<file path="config.mk">
export PLATFORM = sky130hd
export DESIGN_NAME = freq_meter
export DESIGN_NICKNAME = d
export VERILOG_FILES = /design/src/rtl/freq_meter.sv
export SDC_FILE = /design/constraint.sdc
export NUM_CORES = 1
export LEC_CHECK = 0
export ABC_AREA = 1
export CAP_MARGIN = 20
export CORE_UTILIZATION = 29
export DETAILED_ROUTE_END_ITERATION = 8
export MAX_ROUTING_LAYER = met4
export SLEW_MARGIN = 5
export SYNTH_ARGS = -nofsm -noshare
export SYNTH_HDL_FRONTEND = slang
export SYNTH_SLANG_ARGS = --single-unit
</file>
<file path="constraint.sdc">
create_clock -name clk -period 3.85 [get_ports clk]
set_clock_uncertainty 0.2 [all_clocks]
set_input_delay 0.5775 -clock clk [delete_from_list [all_inputs] [get_ports clk]]
set_output_delay 0.5775 -clock clk [all_outputs]
set_load 0.01 [all_outputs]
</file>
<file path="src/rtl/freq_meter.sv">
// rtl/freq_meter.sv - gated rising-edge counter that measures a divided clock over a fixed window
// Counts synchronized rising edges of clk_in for GATE_CYCLES clk cycles, then strobes the result.
module freq_meter #(
    parameter int GATE_CYCLES = 1000,
    parameter int CNT_W       = 16,
    parameter int CONTINUOUS  = 0
) (
    input  logic             clk,
    input  logic             reset_n,
    input  logic             clk_in,
    input  logic             start,
    output logic [CNT_W-1:0] meas_count,
    output logic             meas_valid,
    output logic             busy,
    output logic             overflow
);

    localparam int GW = $clog2(GATE_CYCLES);
    localparam logic [GW-1:0]    GATE_LAST = GW'(GATE_CYCLES - 1);
    localparam logic [CNT_W-1:0] CNT_MAX   = {CNT_W{1'b1}};

    typedef enum logic {
        IDLE = 1'b0,
        GATE = 1'b1
    } state_t;

    state_t            state_q, state_d;
    logic [GW-1:0]     gate_cnt_q, gate_cnt_d;
    logic [CNT_W-1:0]  edge_cnt_q, edge_cnt_d;
    logic              sat_q, sat_d;
    logic [CNT_W-1:0]  meas_count_q, meas_count_d;
    logic              meas_valid_q, meas_valid_d;
    logic              overflow_q, overflow_d;
    logic              busy_q, busy_d;
    logic              s1_q, s2_q, s3_q;

    logic              edge_p;
    logic              at_max;
    logic              sat_inc;
    logic [CNT_W-1:0]  edge_next;
    logic              win_end;

    // Synchronizer and history flop run in every state so the window never sees stale edges.
    always_ff @(posedge clk or negedge reset_n) begin
        if (!reset_n) begin
            s1_q <= 1'b0;
            s2_q <= 1'b0;
            s3_q <= 1'b0;
        end else begin
            s1_q <= clk_in;
            s2_q <= s1_q;
            s3_q <= s2_q;
        end
    end

    assign edge_p    = s2_q & ~s3_q;
    assign at_max    = (edge_cnt_q == CNT_MAX);
    assign sat_inc   = at_max & edge_p;
    assign edge_next = (edge_p && !at_max) ? edge_cnt_q + CNT_W'(1) : edge_cnt_q;
    assign win_end   = (state_q == GATE) && (gate_cnt_q == GATE_LAST);

    always_comb begin
        state_d      = state_q;
        gate_cnt_d   = gate_cnt_q;
        edge_cnt_d   = edge_cnt_q;
        sat_d        = sat_q;
        meas_count_d = meas_count_q;
        overflow_d   = overflow_q;
        meas_valid_d = 1'b0;

        case (state_q)
            IDLE: begin
                if (start) begin
                    state_d    = GATE;
                    gate_cnt_d = '0;
                    edge_cnt_d = '0;
                    sat_d      = 1'b0;
                end
            end
            GATE: begin
                gate_cnt_d = gate_cnt_q + GW'(1);
                edge_cnt_d = edge_next;
                sat_d      = sat_q | sat_inc;
                if (win_end) begin
                    meas_count_d = edge_next;
                    overflow_d   = sat_q | sat_inc;
                    meas_valid_d = 1'b1;
                    // Continuous mode re-arms in place so consecutive windows abut with no dead cycle.
                    gate_cnt_d   = '0;
                    edge_cnt_d   = '0;
                    sat_d        = 1'b0;
                    if (CONTINUOUS == 0) begin
                        state_d = IDLE;
                    end
                end
            end
            default: state_d = IDLE;
        endcase

        busy_d = (state_d == GATE);
    end

    always_ff @(posedge clk or negedge reset_n) begin
        if (!reset_n) begin
            state_q      <= IDLE;
            gate_cnt_q   <= '0;
            edge_cnt_q   <= '0;
            sat_q        <= 1'b0;
            meas_count_q <= '0;
            meas_valid_q <= 1'b0;
            overflow_q   <= 1'b0;
            busy_q       <= 1'b0;
        end else begin
            state_q      <= state_d;
            gate_cnt_q   <= gate_cnt_d;
            edge_cnt_q   <= edge_cnt_d;
            sat_q        <= sat_d;
            meas_count_q <= meas_count_d;
            meas_valid_q <= meas_valid_d;
            overflow_q   <= overflow_d;
            busy_q       <= busy_d;
        end
    end

    assign meas_count = meas_count_q;
    assign meas_valid = meas_valid_q;
    assign overflow   = overflow_q;
    assign busy       = busy_q;

endmodule

</file>
==> reports/qor.txt, run 1 <==
Ant. Diodes: 0
Slew Viols, Final: 0
Layout cells sized above 1: 8.49%
Drt total wl: 5670 µm
Measured slew at the worst slew-check pin: 0.538 ns
Final Non-Filler Cells: 485
PwrDens: 451 nW/µm²
Clk root buf: clkbuf_8
TritonCTS Sinks: 49
Final setup TNS: 0 ns
Global-route wire length before repair: 9840 µm
Vias in the first global route: 2038
Total congestion overflow: 0
Starting DRT DRC Count: 107
IO Pins: 23
Net Count, Synth: 358
Slowest-stage cell, CP: clkdlybuf4s50_1
CP peak stage delay: 0.59 ns
Critical path cell sequence: clkdlybuf4s50_1
Ys Warns: 0
Final Critical Period: 2.16 ns
Placed Cells: 477
Syn Area/Cell: 7.56 µm²
Hold Path Class: in2async
Final worst setup slack: 1.69 ns
CTS H-tree lvls: 2
Synth Register Bits: 49
EDFF count, synth: 0
Dpl ws: 1.80 ns
Port buffer count: 22
CP endpoint kind: output pin
# hold bufs at CTS: 0
Worst-path clk slew: 0.10 ns
CP bufs+invs: 1
Distinct cells, synth: 25
Commonest cells in the netlist: nand2_1 (142), dfrtp_1 (49), nand3_1 (48), inv_1 (33), nor2_1 (24)
CP arrival: 1.38 ns
Leak: 0.00151 µW
RSZ-0062 raised after global routing: false
Routability cong.: 0.880
Area grow syn2layout: 14.7%
Max_cap viols: 0
TritonCTS clock tree: built
CP Data Required Time: 3.07 ns
Largest net degree at the start of global routing: 29
Post-Syn Instances: 352
Post-synth top area cell: dfrtp_1
DRC Markers: 4
Post-CTS Setup Bufs: 0
Largest cells by area after synthesis: dfrtp_1 (46%), nand2_1 (20%), nand3_1 (9.0%)
Initial antenna violation count: 0
Drt first pass iters: 6
Clock latency on the worst-skew pair: 0.30 ns
Register area share after synthesis: 46.1%
Worst setup SP type: register
Main synth FF type: dfrtp_1
Period utilization: 56.0%
CP delay by family, top: buffers and inverters
Nets@finish: 382
F_max: 464 MHz
Most frequent cell after synthesis: nand2_1
Antenna Nets Post-Route: 0
Async set-or-reset flop fraction in the synthesized netlist: 100%
Share of the synthesized area in the top cell type: 46.1%
Status: finished with violations
Filler instances: 910
Endpoints failing setup: 0
DIE HEIGHT: 97.8 µm
Final hold vios: 0
Post_cts resized: 0
Max Buffers Root-to-Sink: 2
WS Path Type: reg2out
Violated checks: design-rule violations
Initial core utilization: 30.2%
Die area: 9570 µm²
WL/cell: 11.7 µm
Max FO, Critical Path: 6
DP HPWL: 3970 µm
Mapped Area: 2660 µm²
All-Layer GR Usage: 13.0%
Row count: 34
Clock buffer count from CTS: 5
Relative slew slack: 64.1%
Core region area: 8810 µm²
Via count: 2203
Vias per std cell: 4.54
Peak VDD IR: 0.000128 V
Die X: 97.8 µm
## logic make-up (layout without fill, tap and decap cells)
group	after synthesis	after routing	share of synthesized area, %
and+or+nand+nor	238	238	40.9
DFF	49	49	46.1
buffers and inverters	44	69	7.61
AOI/OAI and AO/OA	14	14	2.82
xor gates and xnor gates	5	5	1.64
adders and majority gates	2	2	0.940
## cells in the final DEF (no fill, tap or decap), types with 3 or more instances in the layout
| master | netlist | final |
|---|---|---|
| inv_1 | 33 | 33 |
| nor2_1 | 24 | 24 |
| xor2_1 | 5 | 5 |
| buf_4 | 1 | 3 |
| o21ai_0 | 8 | 8 |
| clkdlybuf4s50_1 | 0 | 21 |
| clkbuf_8 | 0 | 5 |
| dfrtp_1 | 49 | 49 |
| nand4_1 | 3 | 3 |
| nand2_1 | 142 | 142 |
| nand3_2 | 8 | 8 |
| nand3_1 | 48 | 48 |
| nor2_4 | 6 | 6 |
| nor3_1 | 3 | 3 |
## through the flow
| step | hold slack [ns] | cell area [µm²] | util (%) | total power [µW] |
|---|---|---|---|---|
| detailed placement | 0.136 | 2970 | 33.7 | 1090 |
| finish | 0.0450 | 3050 | 34.7 | 1380 |
| global placement | 0.134 | 2970 | 33.7 | 1080 |
| global route | 0.0653 | 3050 | 34.7 | 1490 |
| floorplan | 0.0819 | 2660 | - | 995 |
| CTS | 0.0577 | 3050 | 34.7 | 1390 |
## power breakdown
group / internal [µW] / leakage [µW] / total (µW) / switching (µW)
sequential: 611 / 0.000621 / 742 / 131
combinational: 126 / 0.000843 / 339 / 213
clock: 126 / 0.0000450 / 295 / 169
total: 863 / 0.00151 / 1380 / 513
## path summary, 6_finish.rpt
kind	cells after the start	slack (ns)	startpoint	endpoint
min in group clk	0	0.15	s1_q	s2_q
min reg2reg	0	0.15	s1_q	s2_q
min	1	0.04	reset_n	meas_count[3]
max in group asynchronous	2	2.64	reset_n	meas_count[1]
max	1	1.69	busy	busy
max reg2reg	8	1.79	gate_cnt_q[0]	meas_count[1]
## layer usage
metal | wire length, µm | share of wire (%) | track usage, %
met2 | 2460 | 43 | 19.1
met1 | 2940 | 52 | 17.8
met4 | 40 | 0.71 | 4.66
met3 | 241 | 4.2 | 2.58
met5 | 0 | 0 | -
## cell type report
cell class	count	area (µm²)	share of cell area [%]
timing repair buffer	25	238	7.79
clock inverter	2	10.0	0.328
sequential	49	1230	40.2
clock buffer	6	72.6	2.38
tap	108	135	4.43
inverter	36	138	4.51
multi-input combinational	259	1230	40.4
## state kept, by name (all words and copies together), names as in the netlist
| name | count |
|---|---|
| meas_valid | 1 |
| s1_q | 1 |
| meas_count | 16 |
| edge_cnt_q | 16 |
| busy | 1 |
| s3_q | 1 |
| s2_q | 1 |
| overflow | 1 |
| gate_cnt_q | 10 |
| sat_q | 1 |
No activity file was read; power rests on OpenSTA's default activity.
==> run 2: changes to the inputs <==
==> constraint.sdc (replaced) <==
create_clock -name clk -period 2.1 [get_ports clk]
set_clock_uncertainty 0.2 [all_clocks]
set_input_delay 0.315 -clock clk [delete_from_list [all_inputs] [get_ports clk]]
set_output_delay 0.315 -clock clk [all_outputs]
set_load 0.01 [all_outputs]
==> reports/qor.txt, run 2 (synthesis results as in run 1) <==
Nets@finish: 388 (+1.6%)
Max_cap viols: 0 (unchanged)
Ant. Diodes: 0 (unchanged)
Routability cong.: 0.923 (+4.8%)
Leak: 0.00155 µW (+2.7%)
Commonest non-fill, non-tap cell in the layout: nand2_1
PwrDens: 818 nW/µm² (+81%)
Largest net degree at the start of global routing: 27 (-6.9%)
Row count: 34 (unchanged)
Final Critical Period: 1.92 ns
Critical path cell sequence: ha_1 > nand2_1 > nor2_4 > nand4_4 > buf_6 > nand2_1 > nand2_1 > nand3_1 > nand2_1
Worst Hold Launch: s1_q
Slowest-stage cell, CP: dfrtp_1
Measured slew at the worst slew-check pin: 0.442 ns (-0.0959 ns)
Port buffer count: 22 (unchanged)
R2R depth: 9 (+1)
Peak VDD IR: 0.000290 V (+130%)
TritonCTS clock tree: built
DRC Markers: 4 (unchanged)
WS Path Type: reg2reg
Period utilization: 91.6%
Vias per std cell: 4.62 (+1.7%)
Antenna Nets Post-Route: 0 (unchanged)
CP bufs+invs: 1 (unchanged)
Max FO, Critical Path: 18 (+12)
Final setup TNS: 0 ns (unchanged)
CP Data Required Time: 2.10 ns (-0.97 ns)
Final Non-Filler Cells: 490 (+1.0%)
Critical path's most frequent cell: nand2_1
Stages on worst setup path: 9 (+8)
Post-CTS Setup Bufs: 0 (unchanged)
Clock latency on the worst-skew pair: 0.31 ns (about the same)
Placed Cells: 482 (+1.0%)
Min-Delay Endpoint: s2_q
CTS H-tree lvls: 2 (unchanged)
Hold Path Depth: 0
Worst-path clk slew: 0.09 ns (about the same)
DIE HEIGHT: 97.8 µm (unchanged)
RSZ-0062 raised after global routing: false
Status: finished with violations
Drt first pass iters: 7 (+1)
Worst r2r src: edge_cnt_q[0]
R2r endpoint: meas_count[6]
F_max: 520 MHz
Initial core utilization: 30.2% (unchanged)
Die X: 97.8 µm (unchanged)
DP HPWL: 4120 µm (+3.8%)
Endpoints failing setup: 0 (unchanged)
Vias in the first global route: 2250 (+10%)
Final hold vios: 0 (unchanged)
CP peak stage delay: 0.41 ns (-0.18 ns)
Slew Viols, Final: 0 (unchanged)
TritonCTS Sinks: 49 (unchanged)
Die area: 9570 µm² (unchanged)
Max Buffers Root-to-Sink: 2 (unchanged)
Drt total wl: 5970 µm (+5.2%)
Filler instances: 907 (-0.33%)
Starting DRT DRC Count: 118 (+10%)
WL/cell: 12.2 µm (+4.2%)
CP delay by family, top: simple AND/OR/NAND/NOR gates
Violated checks: design-rule violations
Clock buffer count from CTS: 5 (unchanged)
Clk root buf: clkbuf_8
Core region area: 8810 µm² (unchanged)
Layout cells sized above 1: 9.95% (+1.5 points)
Global-route wire length before repair: 10700 µm (+8.3%)
Area grow syn2layout: 17.9%
IO Pins: 23 (unchanged)
CP arrival: 1.93 ns (+0.55 ns)
Via count: 2263 (+2.7%)
Most frequent cells in the layout: nand2_1 (142), dfrtp_1 (49), nand3_1 (48), inv_1 (33), nor2_1 (23)
Flop-to-flop setup slack: 0.18 ns (-1.61 ns)
CP endpoint kind: register
Total congestion overflow: 0 (unchanged)
Worst setup SP type: register
Relative slew slack: 70.4% (+6.3 points)
Hold Path Class: reg2reg
All-Layer GR Usage: 14.2% (+1.1 points)
Initial antenna violation count: 0 (unchanged)
[run 2: worst max path at each step]
stage / start / to / slack [ns]
after global placement: edge_cnt_q[0] / meas_count[6] / 0.14
after floorplan: gate_cnt_q[0] / meas_count[11] / 0.42
after global routing: edge_cnt_q[0] / meas_count[6] / 0.01
final: edge_cnt_q[0] / meas_count[6] / 0.18
after detailed placement: edge_cnt_q[0] / meas_count[6] / 0.14
after CTS: edge_cnt_q[0] / meas_count[6] / 0.14
[run 2: repair_timing]
| action | 4_1_cts | 5_1_grt |
|---|---|---|
| endpoints found under the setup margin | 0 | 2 |
| gates resized for setup | 0 | 2 |
| hold endpoints to repair | 49 | 0 |
| hold buffers | 1 | 0 |
[run 2: metal layers]
layer / part of all wire [%] / vias up / wire length [µm] / global-route usage [%]
li1: - / 1172 / - / -
met1: 48 / 1034 / 2890 / 18.5
met2: 46 / 55 / 2750 / 22.5
met3: 4.7 / 2 / 280 / 2.58
met4: 0.69 / 0 / 41 / 3.96
met5: 0 / - / 0 / -
[run 2: metrics by stage]
stage          total power, µW  hold slack (ns)  utilization, %  setup slack [ns]  instance area [µm²]
6_report                  2570            0.153            35.6             0.176                 3140
2_1_floorplan             1820           -0.181               -             0.421                 2660
4_1_cts                   2590            0.156            35.6             0.140                 3130
3_5_place_dp              2000          -0.0329            34.4             0.136                 3030
5_1_grt                   2790            0.165            35.6            0.0148                 3140
3_3_place_gp              1980          -0.0317            34.4             0.136                 3030
[run 2: cell type report]
type                    instances  area [µm²]  area share (%)
well taps                     108         135            4.30
flip-flops and latches         49        1230            39.1
clock buffers                   6        82.6            2.63
inverters                      36         138            4.38
repair buffers                 31         314            10.0
multi-input cells             259        1240            39.4
clock inverters                 1        7.51           0.239
[run 2: where the power goes]
group / internal [µW] / switching [µW]
Sequential: 1120 / 239
Combinational: 240 / 392
Clock: 261 / 316
